File: src/rtl/id_ex_stage_pkg.sv
// Shared pipeline definitions: control-bundle layout, forward-select codes and
// the operand-forwarding priority rule, reused by every inter-stage register.
package id_ex_stage_pkg;

    localparam int CTRL_W     = 8;
    localparam int REG_ADDR_W = 5;

    // Control bundle bit positions, MSB first.
    localparam int CTRL_REGWRITE = 7;
    localparam int CTRL_MEMREAD  = 6;
    localparam int CTRL_MEMWRITE = 5;
    localparam int CTRL_MEMTOREG = 4;
    localparam int CTRL_ALUSRC   = 3;
    localparam int CTRL_REGDST   = 2;
    localparam int CTRL_ALUOP_HI = 1;
    localparam int CTRL_ALUOP_LO = 0;

    localparam logic [1:0] FWD_RF    = 2'b00;
    localparam logic [1:0] FWD_MEMWB = 2'b01;
    localparam logic [1:0] FWD_EXMEM = 2'b10;

    // What a pipeline register does on the coming edge, highest priority first.
    typedef enum logic [1:0] {
        XFER_FLUSH   = 2'd0,
        XFER_HOLD    = 2'd1,
        XFER_BUBBLE  = 2'd2,
        XFER_CAPTURE = 2'd3
    } xfer_e;

    // The youngest in-flight writer wins; register 0 is never forwarded.
    function automatic logic [1:0] fwd_select(
        input logic                  consumer_valid,
        input logic [REG_ADDR_W-1:0] src,
        input logic                  exmem_we,
        input logic [REG_ADDR_W-1:0] exmem_rd,
        input logic                  memwb_we,
        input logic [REG_ADDR_W-1:0] memwb_rd
    );
        logic [1:0] sel;
        sel = FWD_RF;
        if (consumer_valid && (src != '0)) begin
            if (exmem_we && (exmem_rd == src)) begin
                sel = FWD_EXMEM;
            end else if (memwb_we && (memwb_rd == src)) begin
                sel = FWD_MEMWB;
            end
        end
        return sel;
    endfunction

endpackage

File: src/rtl/id_ex_stage_hazard_forward_unit.sv
// Load-use hazard detection for the instruction in ID and operand-forward
// selection for the instruction in EX. Purely combinational.
module hazard_forward_unit
    import id_ex_stage_pkg::*;
(
    input  logic                  id_valid,
    input  logic [REG_ADDR_W-1:0] id_rs,
    input  logic [REG_ADDR_W-1:0] id_rt,
    input  logic                  hold,
    input  logic                  ex_valid,
    input  logic                  ex_memread,
    input  logic [REG_ADDR_W-1:0] ex_rs,
    input  logic [REG_ADDR_W-1:0] ex_rt,
    input  logic [REG_ADDR_W-1:0] ex_dest,
    input  logic                  exmem_regwrite,
    input  logic [REG_ADDR_W-1:0] exmem_rd,
    input  logic                  memwb_regwrite,
    input  logic [REG_ADDR_W-1:0] memwb_rd,
    output logic                  load_use,
    output logic                  stall,
    output logic [1:0]            fwd_a,
    output logic [1:0]            fwd_b
);

    always_comb begin
        // NOTE: assign every always_comb output a default first so no path can infer a latch.
        load_use = 1'b0;
        if (id_valid && ex_valid && ex_memread && (ex_dest != '0) &&
            ((ex_dest == id_rs) || (ex_dest == id_rt))) begin
            load_use = 1'b1;
        end
    end

    assign stall = load_use | hold;

    assign fwd_a = fwd_select(ex_valid, ex_rs, exmem_regwrite, exmem_rd,
                              memwb_regwrite, memwb_rd);
    assign fwd_b = fwd_select(ex_valid, ex_rt, exmem_regwrite, exmem_rd,
                              memwb_regwrite, memwb_rd);

endmodule

File: src/rtl/id_ex_stage.sv
// ID/EX pipeline register with flush/hold/bubble control, load-use stall
// generation, forwarding selects and a saturating bubble counter.
module id_ex_stage
    import id_ex_stage_pkg::*;
#(
    parameter int DATA_W = 32,
    parameter int CTRL_W = id_ex_stage_pkg::CTRL_W
) (
    input  logic              clock,
    input  logic              reset_n,
    input  logic              id_valid,
    input  logic [4:0]        id_rs,
    input  logic [4:0]        id_rt,
    input  logic [4:0]        id_rd,
    input  logic [DATA_W-1:0] id_readdata1,
    input  logic [DATA_W-1:0] id_readdata2,
    input  logic [DATA_W-1:0] id_imm,
    input  logic [CTRL_W-1:0] id_ctrl,
    input  logic              flush,
    input  logic              hold,
    input  logic              exmem_regwrite,
    input  logic [4:0]        exmem_rd,
    input  logic              memwb_regwrite,
    input  logic [4:0]        memwb_rd,
    output logic              stall,
    output logic              ex_valid,
    output logic [CTRL_W-1:0] ex_ctrl,
    output logic [4:0]        ex_rs,
    output logic [4:0]        ex_rt,
    output logic [4:0]        ex_dest,
    output logic [DATA_W-1:0] ex_readdata1,
    output logic [DATA_W-1:0] ex_readdata2,
    output logic [DATA_W-1:0] ex_imm,
    output logic [1:0]        fwd_a,
    output logic [1:0]        fwd_b,
    output logic [15:0]       bubble_count
);

    logic              ex_valid_q,     ex_valid_d;
    logic [CTRL_W-1:0] ex_ctrl_q,      ex_ctrl_d;
    logic [4:0]        ex_rs_q,        ex_rs_d;
    logic [4:0]        ex_rt_q,        ex_rt_d;
    logic [4:0]        ex_dest_q,      ex_dest_d;
    logic [DATA_W-1:0] ex_readdata1_q, ex_readdata1_d;
    logic [DATA_W-1:0] ex_readdata2_q, ex_readdata2_d;
    logic [DATA_W-1:0] ex_imm_q,       ex_imm_d;
    logic [15:0]       bubble_count_q, bubble_count_d;

    logic  load_use;
    xfer_e xfer;

    hazard_forward_unit u_hazard_forward_unit (
        .id_valid       (id_valid),
        .id_rs          (id_rs),
        .id_rt          (id_rt),
        .hold           (hold),
        .ex_valid       (ex_valid_q),
        .ex_memread     (ex_ctrl_q[CTRL_MEMREAD]),
        .ex_rs          (ex_rs_q),
        .ex_rt          (ex_rt_q),
        .ex_dest        (ex_dest_q),
        .exmem_regwrite (exmem_regwrite),
        .exmem_rd       (exmem_rd),
        .memwb_regwrite (memwb_regwrite),
        .memwb_rd       (memwb_rd),
        .load_use       (load_use),
        .stall          (stall),
        .fwd_a          (fwd_a),
        .fwd_b          (fwd_b)
    );

    always_comb begin
        if (flush) begin
            xfer = XFER_FLUSH;
        end else if (hold) begin
            xfer = XFER_HOLD;
        end else if (load_use) begin
            xfer = XFER_BUBBLE;
        end else begin
            xfer = XFER_CAPTURE;
        end
    end

    always_comb begin
        ex_valid_d     = ex_valid_q;
        ex_ctrl_d      = ex_ctrl_q;
        ex_rs_d        = ex_rs_q;
        ex_rt_d        = ex_rt_q;
        ex_dest_d      = ex_dest_q;
        ex_readdata1_d = ex_readdata1_q;
        ex_readdata2_d = ex_readdata2_q;
        ex_imm_d       = ex_imm_q;
        bubble_count_d = bubble_count_q;

        case (xfer)
            // A flushed slot and a load-use bubble both leave an empty, zeroed EX stage.
            XFER_FLUSH, XFER_BUBBLE: begin
                ex_valid_d     = 1'b0;
                ex_ctrl_d      = '0;
                ex_rs_d        = '0;
                ex_rt_d        = '0;
                ex_dest_d      = '0;
                ex_readdata1_d = '0;
                ex_readdata2_d = '0;
                ex_imm_d       = '0;
            end
            XFER_CAPTURE: begin
                ex_valid_d     = id_valid;
                ex_ctrl_d      = id_valid ? id_ctrl : '0;
                ex_rs_d        = id_rs;
                ex_rt_d        = id_rt;
                ex_dest_d      = id_ctrl[CTRL_REGDST] ? id_rd : id_rt;
                ex_readdata1_d = id_readdata1;
                ex_readdata2_d = id_readdata2;
                ex_imm_d       = id_imm;
            end
            default: begin
            end
        endcase

        if ((xfer == XFER_BUBBLE) && (bubble_count_q != 16'hFFFF)) begin
            bubble_count_d = bubble_count_q + 16'd1;
        end
    end

    always_ff @(posedge clock or negedge reset_n) begin
        if (!reset_n) begin
            ex_valid_q     <= 1'b0;
            ex_ctrl_q      <= '0;
            ex_rs_q        <= '0;
            ex_rt_q        <= '0;
            ex_dest_q      <= '0;
            ex_readdata1_q <= '0;
            ex_readdata2_q <= '0;
            ex_imm_q       <= '0;
            bubble_count_q <= '0;
        end else begin
            // NOTE: non-blocking updates so every flop samples the pre-edge values.
            ex_valid_q     <= ex_valid_d;
            ex_ctrl_q      <= ex_ctrl_d;
            ex_rs_q        <= ex_rs_d;
            ex_rt_q        <= ex_rt_d;
            ex_dest_q      <= ex_dest_d;
            ex_readdata1_q <= ex_readdata1_d;
            ex_readdata2_q <= ex_readdata2_d;
            ex_imm_q       <= ex_imm_d;
            bubble_count_q <= bubble_count_d;
        end
    end

    assign ex_valid     = ex_valid_q;
    assign ex_ctrl      = ex_ctrl_q;
    assign ex_rs        = ex_rs_q;
    assign ex_rt        = ex_rt_q;
    assign ex_dest      = ex_dest_q;
    assign ex_readdata1 = ex_readdata1_q;
    assign ex_readdata2 = ex_readdata2_q;
    assign ex_imm       = ex_imm_q;
    assign bubble_count = bubble_count_q;

endmodule

File: config.mk
export PLATFORM = sky130hd
export DESIGN_NAME = id_ex_stage
export DESIGN_NICKNAME = d
export VERILOG_FILES = /design/src/rtl/id_ex_stage_pkg.sv /design/src/rtl/id_ex_stage_hazard_forward_unit.sv /design/src/rtl/id_ex_stage.sv
export SDC_FILE = /design/constraint.sdc
export NUM_CORES = 1
export LEC_CHECK = 0
export CELL_PAD_IN_SITES_DETAIL_PLACEMENT = 0
export CELL_PAD_IN_SITES_GLOBAL_PLACEMENT = 2
export CORE_AREA = 5 5 161 163
export CTS_BUF_LIST = sky130_fd_sc_hd__clkbuf_8
export DETAILED_ROUTE_END_ITERATION = 7
export DIE_AREA = 0 0 166 168
export PLACE_DENSITY_LB_ADDON = 0.1
export SLEW_MARGIN = 5
export SYNTH_ARGS = -nofsm -noshare
export SYNTH_HDL_FRONTEND = slang
export SYNTH_HIERARCHICAL = 1
export SYNTH_SLANG_ARGS = --single-unit
File: constraint.sdc
create_clock -name clock -period 2.15 [get_ports clock]
set_input_delay 0.43 -clock clock [delete_from_list [all_inputs] [get_ports clock]]
set_output_delay 0.43 -clock clock [all_outputs]
set_load 0.01 [all_outputs]
==> reports/results.ini, run 1 <==
[outcome]
outcome = finished with violations
violations = setup timing

[critical_path]
cp.arrival_ns = 2.85
crit_buf_inv = 5
crit_chain = buf_6 > or4_4 > o2111ai_4 > buf_4 > buf_6 > nor2_4 > or3b_4 > buf_6 > buf_4 > nor2_4 > a31oi_1 > a31oi_1
slowest_delay_ns = 0.54
cp_max_fo = 4
crit_type = flop to flop
slowest_stage = or4_4
crit_required_ns = 2.48
critPathTopFamily = simple AND/OR/NAND/NOR gates
cp-start-kind = flop
r2r-start = ex_dest[4]
cp-end-kind = flop
path_common_cell = buf_6
worstSetupStartpoint = ex_dest[4]

[power_and_ir_drop]
p_sw_uw = 1710
irDropWorstVdd_uv = 280
p_clk_frac = 0.346
power_frac_seq = 0.462
p_leak_uw = 0.00443
switching_share = 0.287
power_density_nw_per_um2 = 595
comb_power_share = 0.192
p_int_uw = 4270

[synth]
synth_top_flop_cell = dfrtp_1
synthCells = 412
yosysMostFrequentCell = dfrtp_1
yosysWarnings = 6
synth_top_area_frac = 0.622
synth_edf_count = 0
synth_commonest_cells = dfrtp_1, a22o_1, xor2_1, clkbuf_1, nand3_1
async_flop_share = 1.00
synth_cell_type_count = 39
ys_ff_latch = 136
synth_top_area_cell = dfrtp_1
syn-cell-area_um2 = 5470
synth_fp_nets = 549
ys_seq_area_frac = 0.622
synth_area_leaders = dfrtp_1, a22o_1, xor2_1, clkbuf_1, xnor2_1
avgSynthCellArea_um2 = 13.3

[final_layout]
fin_util = 0.416
nets = 900
syn2layout_area_growth_pct = 83.8
layout-drive-gt1-share = 0.204
finalNonFillerCells = 1101

[timing]
tightestPinTransition_ns = 0.706
fin_crit_sh = 1.17
finClkSkew_ns = 0.0218
max-slew-margin-rel = 0.529
fmax_mhz = 397
rsz0062_at_grt = true
setup_tns_ns = -33.27
timing.final.ws_setup_ns = -0.368
final-hold-violation-count = 0
finalSetupViolations = 141
min_period_ns = 2.52
fin_hold_ws_ns = 0.511
slew_viol_final = 0

[drt]
wl_per_cell_um = 19.2
route.final.wire_length_um = 21100
vias = 4998
ant_nets = 0
drc = 0
vias_per_cell = 4.54
first_pass_iters = 6
drtIter0Drc = 197

[clocking]
path_clk_slew_ns = 0.08
cts-root-buf = clkbuf_8
clkLatencyLatePin_ns = 0.46
htreeDepth = 4
cts_max_path_buffers = 2
numCtsBuffers = 17
cts_tree = built
clock-sinks = 136

[placed_design]
place_ws_ns = -0.959
dp_hpwl_um = 14600
gp_congestion = 0.742
placed_cells = 1032
port_buffers = 276

[floorplanning]
placementRows = 57
core_area_um2 = 24200
fp.dieH_um = 168
dieArea_um2 = 27900
initial_utilization = 0.226
io-pin-count = 277
chipWidth_um = 166

[grt]
overflow = 0
grt_pass1_vias = 5430
grt_pass1_wl_um = 32800
track_usage = 0.149
grt_max_degree = 84
antenna_found_initial = 1

[min_path]
hp-start = ex_imm[9]
hp-class = flop to flop

[flow_run]
maxCapViolCount = 0

layout by cell type (no fill, tap or decap), types with 3 or more instances in the layout:
cell	n
clkdlybuf4s50_1	270
dfrtp_1	131
a22o_1	114
buf_4	41
xor2_1	28
buf_6	19
clkbuf_8	18
buf_12	16
nand3_1	10
xnor2_1	8
nand2_1	7
nor2_1	7
a21oi_1	6
inv_6	6
nand4_1	5
and4_1	5
mux2i_1	5
o21ai_2	5
dfrtp_2	5
buf_2	5
a31oi_1	3
nand3_2	3
nor2_4	3
clkinv_4	3
inv_8	3
buf_16	3
flip-flops by register name (all words and copies together) (netlist names):
name / count
bubble_count: 16
ex_ctrl: 8
ex_dest: 5
ex_imm: 32
ex_readdata1: 32
ex_readdata2: 32
ex_rs: 5
ex_rt: 5
ex_valid: 1
per-layer routing:
| metal | track usage | share of wire | routed length (µm) | vias to the layer above |
|---|---|---|---|---|
| li1 | - | - | - | 2284 |
| met1 | 0.186 | 0.43 | 8970 | 2519 |
| met2 | 0.241 | 0.49 | 10300 | 175 |
| met3 | 0.0544 | 0.070 | 1480 | 20 |
| met4 | 0.0459 | 0.018 | 375 | 0 |
| met5 | 0 | 0 | 0 | - |
stage by stage:
| stage | area, µm² | total power (µW) |
|---|---|---|
| floorplan | 5530 | 3110 |
| global placement | 9010 | 3840 |
| detailed placement | 9010 | 3850 |
| CTS | 9980 | 6100 |
| global route | 10100 | 6300 |
| finish | 10100 | 5980 |
cell families (layout without fill, tap and decap cells):
family,Yosys count,after routing,synth area share
compound gates,140,140,0.212
flops,136,136,0.622
simple gates,66,67,0.0736
xor+xnor,36,36,0.0576
buf+inv,26,389,0.0188
mux,7,7,0.0133
fa+ha+maj,1,1,0.00229
other cells,0,1,0
power groups by stage:
stage                     sequential (µW)  combinational, µW  clock (µW)
after floorplan                      2870                237           0
after global placement               2810               1030           0
after detailed placement             2810               1030           0
after CTS                            2770               1160        2170
after global routing                 2780               1230        2290
final                                2770               1150        2070
final timing paths:
check	to	slack, ns	cells after the start
min in group asynchronous	ex_rs[2]	0.57	3
worst min register to register	ex_imm[9]	0.51	1
worst min-delay path	ex_imm[9]	0.51	1
max in group asynchronous	ex_readdata2[3]	0.94	3
worst max-delay path	bubble_count[6]	-0.37	12
worst max register to register	bubble_count[6]	-0.37	12
timing repair:
item | 4_1_cts | 5_1_grt
hold endpoints to repair | 44 | 0
endpoints found under the setup margin | 141 | 141
setup buffers | 25 | 6
gates cloned | 6 | 0
pin swaps | 33 | 9
resized for setup | 70 | 15
hold buffers | 1 | 0
area by class of cell:
| class | count | area, µm² |
|---|---|---|
| diodes | 1 | 2.50 |
| clock buffers | 18 | 248 |
| clock inverters | 14 | 128 |
| fillers | 2291 | 14100 |
| multi-input cells | 251 | 2150 |
| flip-flops and latches | 136 | 3410 |
| well taps | 324 | 405 |
| repair buffers | 357 | 3710 |
(Power assumes the default switching activity.)
==> run 2, diff against run 1 <==
- CORE_AREA: 5 5 161 163 -> 4 4 160 162
- DIE_AREA: 0 0 166 168 -> 0 0 164 166
- GPL_ROUTABILITY_DRIVEN: default -> 0
==> reports/results.ini, run 2 (synthesis results as in run 1) <==
[final_layout]
syn2layout_area_growth_pct = 84.3
final_common_cell = clkdlybuf4s50_1
layout-drive-gt1-share = 0.212  ; +0.00883
finalNonFillerCells = 1096  ; -0.45%
finalInstanceArea_um2 = 10100  ; +0.29%
n_antenna_cell = 0  ; -1
fillerInstances = 2356  ; +2.8%
most-common-layout-cells = clkdlybuf4s50_1, dfrtp_1, a22o_1, buf_4, xor2_1
multi_input_area_um2 = 2200  ; +2.1%
area.sequential_um2 = 3410  ; about the same
fin_util = 0.418  ; +0.00243
nets = 896  ; -0.44%

[drt]
drc = 0  ; unchanged
first_pass_iters = 4  ; -2
route.final.wire_length_um = 22700  ; +7.8%
wl_per_cell_um = 20.8  ; +8.3%
ant_nets = 0  ; unchanged
drtIter0Drc = 220  ; +12%
vias_per_cell = 4.54  ; about the same
vias = 4972  ; -0.52%

[grt]
grt_pass1_vias = 5361  ; -1.3%
overflow = 0  ; unchanged
antenna_found_initial = 2  ; +1
grt_max_degree = 67  ; -20%
grt_pass1_wl_um = 33500  ; +2.2%
track_usage = 0.162  ; +0.0133

[timing]
finalSetupViolations = 140  ; -0.71%
slew_viol_final = 0  ; unchanged
finClkSkew_ns = 0.0195  ; -0.00236 ns
tightestPinTransition_ns = 0.536  ; -0.170 ns
max-slew-margin-rel = 0.641  ; +0.112
min_period_ns = 2.41  ; -0.110 ns
final-hold-violation-count = 0  ; unchanged
fin_hold_ws_ns = 0.506  ; -0.00463 ns
timing.final.ws_setup_ns = -0.258  ; +0.110 ns
rsz0062_at_grt = true
fin_crit_sh = 1.12  ; -0.0513
fmax_mhz = 415  ; +4.6%

[placed_design]
placed_cells = 1033  ; +0.097%
dp_hpwl_um = 14500  ; -0.65%
port_buffers = 276  ; unchanged
placed_cell_area_um2 = 9010  ; about the same

[power_and_ir_drop]
power_density_nw_per_um2 = 594  ; -0.18%
switching_share = 0.293  ; +0.00600
irDropWorstVdd_uv = 293  ; +4.8%
p_clk_frac = 0.341  ; -0.005
power_frac_seq = 0.462  ; about the same
p_leak_uw = 0.00442  ; -0.24%
p_int_uw = 4240  ; -0.73%
finalPower_uw = 5990  ; +0.11%
p_sw_uw = 1750  ; +2.2%
comb_power_share = 0.197  ; +0.005

[floorplanning]
fp.dieH_um = 166  ; -1.2%
io-pin-count = 277  ; unchanged
initial_utilization = 0.227  ; +0.000670
core_area_um2 = 24100  ; -0.29%
chipWidth_um = 164  ; -1.2%
dieArea_um2 = 27200  ; -2.4%
placementRows = 57  ; unchanged

[critical_path]
crit_required_ns = 1.72  ; -0.76 ns
cp-end-kind = output port
r2r-start = ex_dest[4]
r2r_cells = 10  ; -2
cp_max_fo = 2  ; -2
crit_type = input pin to output port
cp.arrival_ns = 1.98  ; -0.87 ns
worstSetupStartpoint = id_rt[4]
cp-start-kind = input pin

[outcome]
outcome = finished with violations
violations = setup timing

[clocking]
cts_max_path_buffers = 2  ; unchanged
cts-root-buf = clkbuf_8
clkLatencyLatePin_ns = 0.45  ; about the same
cts_tree = built
path_clk_slew_ns = 0.09  ; about the same
clock-sinks = 136  ; unchanged
htreeDepth = 4  ; unchanged
numCtsBuffers = 17  ; unchanged

[min_path]
hp-class = input pin to async pin

[flow_run]
maxCapViolCount = 0  ; unchanged

==> run 2: through the flow <==
stage               setup slack (ns)  setup TNS [ns]
finish                        -0.258          -23.40
global route                  -0.362          -37.69
CTS                           -0.253          -20.43
detailed placement            -0.817          -94.49
global placement              -0.788          -94.56
floorplan                    -0.0794           -1.25
==> run 2: worst max-delay path, cell delays in order <==
cell	delay [ns]
clkdlybuf4s50_1	0.47
xor2_2	0.20
nor3_2	0.26
a22oi_2	0.17
buf_4	0.16
o21bai_1	0.13
buf_2	0.16
==> run 2: power by group through the flow <==
stage / registers [µW] / logic (µW) / clock network, µW
global placement: 2810 / 1030 / 0
CTS: 2770 / 1170 / 2140
global route: 2790 / 1260 / 2240
floorplan: 2870 / 237 / 0
detailed placement: 2810 / 1040 / 0
finish: 2770 / 1180 / 2040
==> run 2: cell type report <==
type / instances / share of cell area
Clock buffer: 17 / 0.0232
Clock inverter: 15 / 0.0130
Multi-Input combinational cell: 251 / 0.218
Sequential cell: 136 / 0.338
Tap cell: 324 / 0.0402
Timing Repair Buffer: 353 / 0.367
==> run 2: path summary, 6_finish.rpt <==
path | to | slack [ns]
max | stall | -0.26
min | ex_rt[2] | 0.51
max reg2reg | ex_readdata1[6] | -0.23
min reg2reg | ex_readdata1[30] | 0.51
max in group asynchronous | ex_rs[1] | 1.03
min in group clock | ex_readdata1[30] | 0.51
==> run 2: layer usage <==
metal | up-vias | global-route usage | share of wire
met1 | 2516 | 0.201 | 0.42
li1 | 2272 | - | -
met5 | - | 0 | 0.00088
met2 | 169 | 0.272 | 0.49
met4 | 2 | 0.0281 | 0.0073
met3 | 13 | 0.0621 | 0.078
==> run 2: timing repair <==
| item | 4_1_cts | 5_1_grt |
|---|---|---|
| hold buffers | 1 | 0 |
| endpoints found under the hold margin | 37 | 0 |
| pin swaps | 27 | 24 |
| cloned | 9 | 2 |
| setup endpoints to repair | 141 | 141 |
| buffers inserted | 14 | 8 |
| gates resized for setup | 67 | 29 |
